**src/rtl/board_scan_driver.sv**
```systemverilog
// Time-multiplexed scan driver for a 7-col x 6-row two-colour board plus a selector line.
// Each frame freezes a snapshot of the game state, then walks 7 scan lines with a blanking gap before each.
module board_scan_driver #(
  parameter int unsigned DWELL        = 4,
  parameter int unsigned BLANK        = 2,
  parameter int unsigned BLINK_FRAMES = 8
) (
  input  logic            clk,
  input  logic            reset,
  input  logic            enable,
  input  logic [5:0][6:0] board0,
  input  logic [5:0][6:0] board1,
  input  logic [2:0]      positionOut,
  input  logic            currentPlayer,
  input  logic            weHaveAWinner,
  output logic [6:0]      rowSel,
  output logic [6:0]      redCols,
  output logic [6:0]      grnCols,
  output logic            frameStart,
  output logic            busy
);
  localparam logic [15:0] BLANK_LAST = 16'(BLANK - 1);
  localparam logic [15:0] DWELL_LAST = 16'(DWELL - 1);
  localparam logic [7:0]  FRAMES     = 8'(BLINK_FRAMES);

  typedef enum logic [1:0] {S_IDLE, S_SNAP, S_BLANK, S_DRIVE} state_t;

  state_t          state_q, state_d;
  logic [2:0]      line_q, line_d;
  logic [15:0]     cnt_q, cnt_d;
  logic [7:0]      frame_q, frame_d;
  logic            phase_q, phase_d;
  logic [5:0][6:0] b0_q, b1_q;
  logic [2:0]      pos_q;
  logic            player_q, win_q;
  logic [6:0]      row_q, row_d, red_q, red_d, grn_q, grn_d;
  logic            fs_q, busy_q;
  logic [6:0]      sel;
  logic [2:0]      ridx;

  always_comb begin
    state_d = state_q;
    line_d  = line_q;
    cnt_d   = cnt_q;
    frame_d = frame_q;
    phase_d = phase_q;
    case (state_q)
      S_IDLE:  if (enable) state_d = S_SNAP;
      S_SNAP: begin
        state_d = S_BLANK;
        line_d  = 3'd0;
        cnt_d   = 16'd0;
        if (frame_q + 8'd1 == FRAMES) begin
          frame_d = 8'd0;
          phase_d = ~phase_q;
        end else begin
          frame_d = frame_q + 8'd1;
        end
      end
      S_BLANK: begin
        if (cnt_q == BLANK_LAST) begin
          cnt_d   = 16'd0;
          state_d = S_DRIVE;
        end else begin
          cnt_d = cnt_q + 16'd1;
        end
      end
      S_DRIVE: begin
        if (cnt_q == DWELL_LAST) begin
          cnt_d = 16'd0;
          if (line_q == 3'd6) begin
            state_d = enable ? S_SNAP : S_IDLE;
          end else begin
            line_d  = line_q + 3'd1;
            state_d = S_BLANK;
          end
        end else begin
          cnt_d = cnt_q + 16'd1;
        end
      end
      default: state_d = S_IDLE;
    endcase
  end

  // Outputs are decoded from next-state so they land in the register alongside the state.
  always_comb begin
    row_d = 7'd0;
    red_d = 7'd0;
    grn_d = 7'd0;
    sel   = 7'd0;
    ridx  = line_d - 3'd1;
    if (state_d == S_DRIVE) begin
      row_d = 7'd1 << line_d;
      if (line_d == 3'd0) begin
        if (pos_q != 3'd7 && !win_q && phase_q) sel = 7'd1 << pos_q;
        red_d = player_q ? 7'd0 : sel;
        grn_d = player_q ? sel : 7'd0;
      end else begin
        red_d = b0_q[ridx];
        grn_d = b1_q[ridx];
      end
    end
  end

  always_ff @(posedge clk) begin
    if (reset) begin
      state_q  <= S_IDLE;
      line_q   <= 3'd0;
      cnt_q    <= 16'd0;
      frame_q  <= 8'd0;
      phase_q  <= 1'b1;
      b0_q     <= '0;
      b1_q     <= '0;
      pos_q    <= 3'd0;
      player_q <= 1'b0;
      win_q    <= 1'b0;
      row_q    <= 7'd0;
      red_q    <= 7'd0;
      grn_q    <= 7'd0;
      fs_q     <= 1'b0;
      busy_q   <= 1'b0;
    end else begin
      state_q <= state_d;
      line_q  <= line_d;
      cnt_q   <= cnt_d;
      frame_q <= frame_d;
      phase_q <= phase_d;
      if (state_q == S_SNAP) begin
        b0_q     <= board0;
        b1_q     <= board1;
        pos_q    <= positionOut;
        player_q <= currentPlayer;
        win_q    <= weHaveAWinner;
      end
      row_q  <= row_d;
      red_q  <= red_d;
      grn_q  <= grn_d;
      fs_q   <= (state_d == S_SNAP);
      busy_q <= (state_d != S_IDLE);
    end
  end

  assign rowSel     = row_q;
  assign redCols    = red_q;
  assign grnCols    = grn_q;
  assign frameStart = fs_q;
  assign busy       = busy_q;
endmodule

```
**config.mk**
```make
export PLATFORM = sky130hd
export DESIGN_NAME = board_scan_driver
export DESIGN_NICKNAME = d
export VERILOG_FILES = /design/src/rtl/board_scan_driver.sv
export SDC_FILE = /design/constraint.sdc
export NUM_CORES = 1
export LEC_CHECK = 0
export ABC_AREA = 1
export BUFFER_PORTS_ARGS = -buffer_cell sky130_fd_sc_hd__buf_2
export CAP_MARGIN = 20
export CORE_MARGIN = 2
export CORE_UTILIZATION = 60
export CTS_CLUSTER_DIAMETER = 120
export DETAILED_ROUTE_END_ITERATION = 6
export PLACE_DENSITY = 0.92
export SLEW_MARGIN = 20
export SYNTH_ARGS = -nofsm -noshare
export SYNTH_HDL_FRONTEND = slang
export SYNTH_SLANG_ARGS = --single-unit
```
**constraint.sdc**
```tcl
create_clock -name clk -period 6.6 [get_ports clk]
set_input_delay 0.66 -clock clk [delete_from_list [all_inputs] [get_ports clk]]
set_output_delay 0.66 -clock clk [all_outputs]
set_load 0.005 [all_outputs]
```
==> summary.md <==
| Metric | Value |
|---|---|
| CTS tree | done |
| Final critical-path share of the clock period | 67.5% |
| Net count of the mapped netlist | 1,088 |
| Antenna violations before repair | 0 |
| Antenna-violating nets left | 0 |
| Async SR Flop Fraction | 0% |
| Finished Cell Area | 0.00785 mm^2 |
| Tmin final | 4460 ps |
| Residual DRC | 0 |
| Placed inst area | 0.00722 mm^2 |
| Area delta synth->final | 15.3% |
| Avg Inst Size Synth | 6.89 um^2 |
| Worst Path Arrival | 4810 ps |
| Register area share after synthesis | 41.8% |
| Number of global-route vias before repair | 6,200 |
| Post-synth EDFFs | 0 |
| Fmax | 0.224 GHz |
| PD cells | 278 mW/mm^2 |
| CTS Buf Count | 17 |
| Vias | 6,604 |
| Sw Share | 25.6% |
| Post-synthesis instance total | 987 |
| Sink Count | 142 |
| Relative slew slack | 30.6% |
| Post-Syn Area | 0.00680 mm^2 |
| Sequential power share | 43.7% |
| Clock Skew | 7.32 ps |
| Endpoints failing setup | 0 |
| Ports | 115 |
| Worst-margin pin slew | 1040 ps |
| Critical-path maximum fanout | 38 |
| Post-CTS setup buffer count | 0 |
| Slew Viols, Final | 0 |
| Die Ht | 110 um |
| Hpwl dp | 11,200 um |
| Reg clk slew, reported paths | 60 ps |
| Die area | 0.0122 mm^2 |
| Type of the tightest min-delay check | in -> reg |
| Grt ovf | 0 |
| Status | finished, final reports clean |
| Max-cap violations | 0 |
| Yosys reg bits | 142 |
| Hold buffers post-CTS | 0 |
| Clk buf depth | 2 |
| Kind of critical path | reg -> reg |
| Number of port buffers | 114 |
| GP Congestion | 0.899 |
| Hold Slack | 453 ps |
| Post-cts resize count | 0 |
| Top FF cell, synth | dfxtp_1 |
| Internal power | 1620 uW |
| Drt wl/cell | 14.1 um |
| H-tree Lvls | 4 |
| Psw | 557 uW |
| Crit. End Element | flop |
| Final Net Count | 1,168 |
| Static leakage | 0.00368 uW |
| GRT Resource Usage Total | 28.2% |
| FP Rows | 38 |
| Logic gate share of total power | 9.8% |
| RSZ-0062 raised after global routing | no |
| Worst vdd ir | 0.000217 V |
| Clk pwr share | 46.5% |
| CP Data Required Time | 6950 ps |
| Share of layout cells above drive strength 1 | 18.0% |
| Ys Warns | 0 |
| Storage cell area | 0.00284 mm^2 |
| WL final | 17,200 um |
| Startpoint class of the critical path | flop |
| Root Buffer | clkbuf_16 |
| DRT iter0 DRCs | 747 |
| First-pass GRT wire length | 28,600 um |
| Clk_lat worst skew | 430 ps |
| Die Wd | 110 um |
| Antenna Cells | 0 |
| Library cells used by synthesis | 39 |
| Endpoints failing hold | 0 |
| Core area | 0.0109 mm^2 |
| Setup_tns | 0 ps |
| Largest net degree at the start of global routing | 94 |
| Fill count | 835 |
| DR vias/cell | 5.41 |
| Multi-input gate area | 0.00337 mm^2 |
| Initial DRT Pass Iterations | 6 |
| Initial core utilization | 62.2% |
==> registers in the layout, indices dropped and copies added, names as in the netlist <==
name	count
b0_q	42
b1_q	42
cnt_q	16
frame_q	8
grnCols	7
redCols	7
rowSel	7
line_q	3
pos_q	3
state_q	2
busy	1
frameStart	1
phase_q	1
player_q	1
win_q	1
==> metrics by stage <==
stage / setup slack [ps] / utilization, % / cells / total power [uW]
6_report: 2140 / 71.8 / 1220 / 2180
3_5_place_dp: 2300 / 66.1 / 1188 / 1170
5_1_grt: 1760 / 71.8 / 1220 / 2250
2_1_floorplan: 3830 / - / 987 / 1100
3_3_place_gp: 2450 / 66.1 / 1188 / 1170
4_1_cts: 2200 / 71.8 / 1220 / 2170
==> cell usage in the layout, fill, tap and decap left out, types with 5 or more instances in the layout <==
cell,count
nand4_1,6
a21oi_2,10
o21ai_0,106
inv_1,58
nand3_1,52
nor2_1,206
dfxtp_1,142
clkbuf_16,17
clkinvlp_4,5
buf_2,114
nand3_2,15
buf_4,5
a21oi_1,36
ha_1,9
nand2_1,249
==> layer usage <==
metal | up-vias | part of all wire (%) | routed length [um] | GRT usage (%)
met5 | - | 0 | 0 | 0
met4 | 0 | 2.3 | 391 | 11.8
met3 | 38 | 8.1 | 1390 | 5.93
met2 | 325 | 44 | 7650 | 44.4
met1 | 2936 | 45 | 7810 | 37.7
li1 | 3305 | - | - | -
==> final timing paths <==
path / start / end / slack [ps] / cells past startpoint
hold / removal: board1[39] / b1_q[39] / 450 / 3
hold reg to reg: b1_q[13] / b1_q[13] / 500 / 2
setup reg to reg: cnt_q[0] / redCols[1] / 2140 / 17
setup / recovery: cnt_q[0] / redCols[1] / 2140 / 17
==> cells in the mapped netlist, types with 2 or more instances <==
cell / count / area, um^2
a21oi_1: 36 / 180
a21oi_2: 10 / 87.6
a221oi_1: 2 / 17.5
buf_12: 3 / 60.1
buf_2: 3 / 15.0
buf_6: 5 / 56.3
clkbuf_1: 40 / 150
clkbuf_8: 4 / 55.1
dfxtp_1: 142 / 2840
ha_1: 9 / 113
inv_1: 59 / 221
inv_2: 2 / 7.51
nand2_1: 249 / 935
nand2_2: 3 / 18.8
nand2_4: 3 / 33.8
nand3_1: 52 / 260
nand3_2: 15 / 150
nand4_1: 6 / 37.5
nor2_1: 207 / 777
nor2_2: 3 / 18.8
nor2_4: 2 / 22.5
nor3_1: 4 / 20.0
nor4_1: 2 / 12.5
o21ai_0: 106 / 531
o22ai_1: 2 / 12.5
or2_2: 2 / 12.5
xor2_1: 4 / 35.0
==> area by class of cell <==
type                       instances  share of cell area, %
sequential                       142                   36.2
clock inverter                    13                   2.41
inverter                          62                   2.97
timing repair buffer             119                   7.75
multi-input combinational        725                   42.9
clock buffer                      19                   5.52
tap                              140                   2.23
==> cells by family (layout without fill, tap and decap cells) <==
group           count (synthesis)  count (layout)  share of synthesized area, %
simple gates                  549             549                          34.0
compound gates                162             162                          13.0
flops                         142             142                          41.8
buf+inv                       120             213                          8.85
fa+ha+maj                       9               9                          1.66
xor+xnor                        5               5                         0.644
==> worst max-delay path, cell delays in order (launching register included) <==
cell	delay, ps
dfxtp_1	390
ha_1	210
nand2_1	100
nor2_4	190
nand3_4	120
o21ai_4	730
nand2_4	390
ha_1	400
buf_4	230
inv_1	790
nand2_1	140
nand2_1	130
nand3_1	80
nand2_1	120
nand2_1	60
nand2_1	70
nand2_1	90
a21oi_2	130
==> power by group through the flow <==
stage	clock network [uW]	registers [uW]	logic [uW]
finish	1010	952	213
global route	1050	957	243
CTS	1010	951	209
detailed placement	0	968	205
global placement	0	968	200
floorplan	0	955	149
Note: power is estimated with default switching activity, not from simulation.
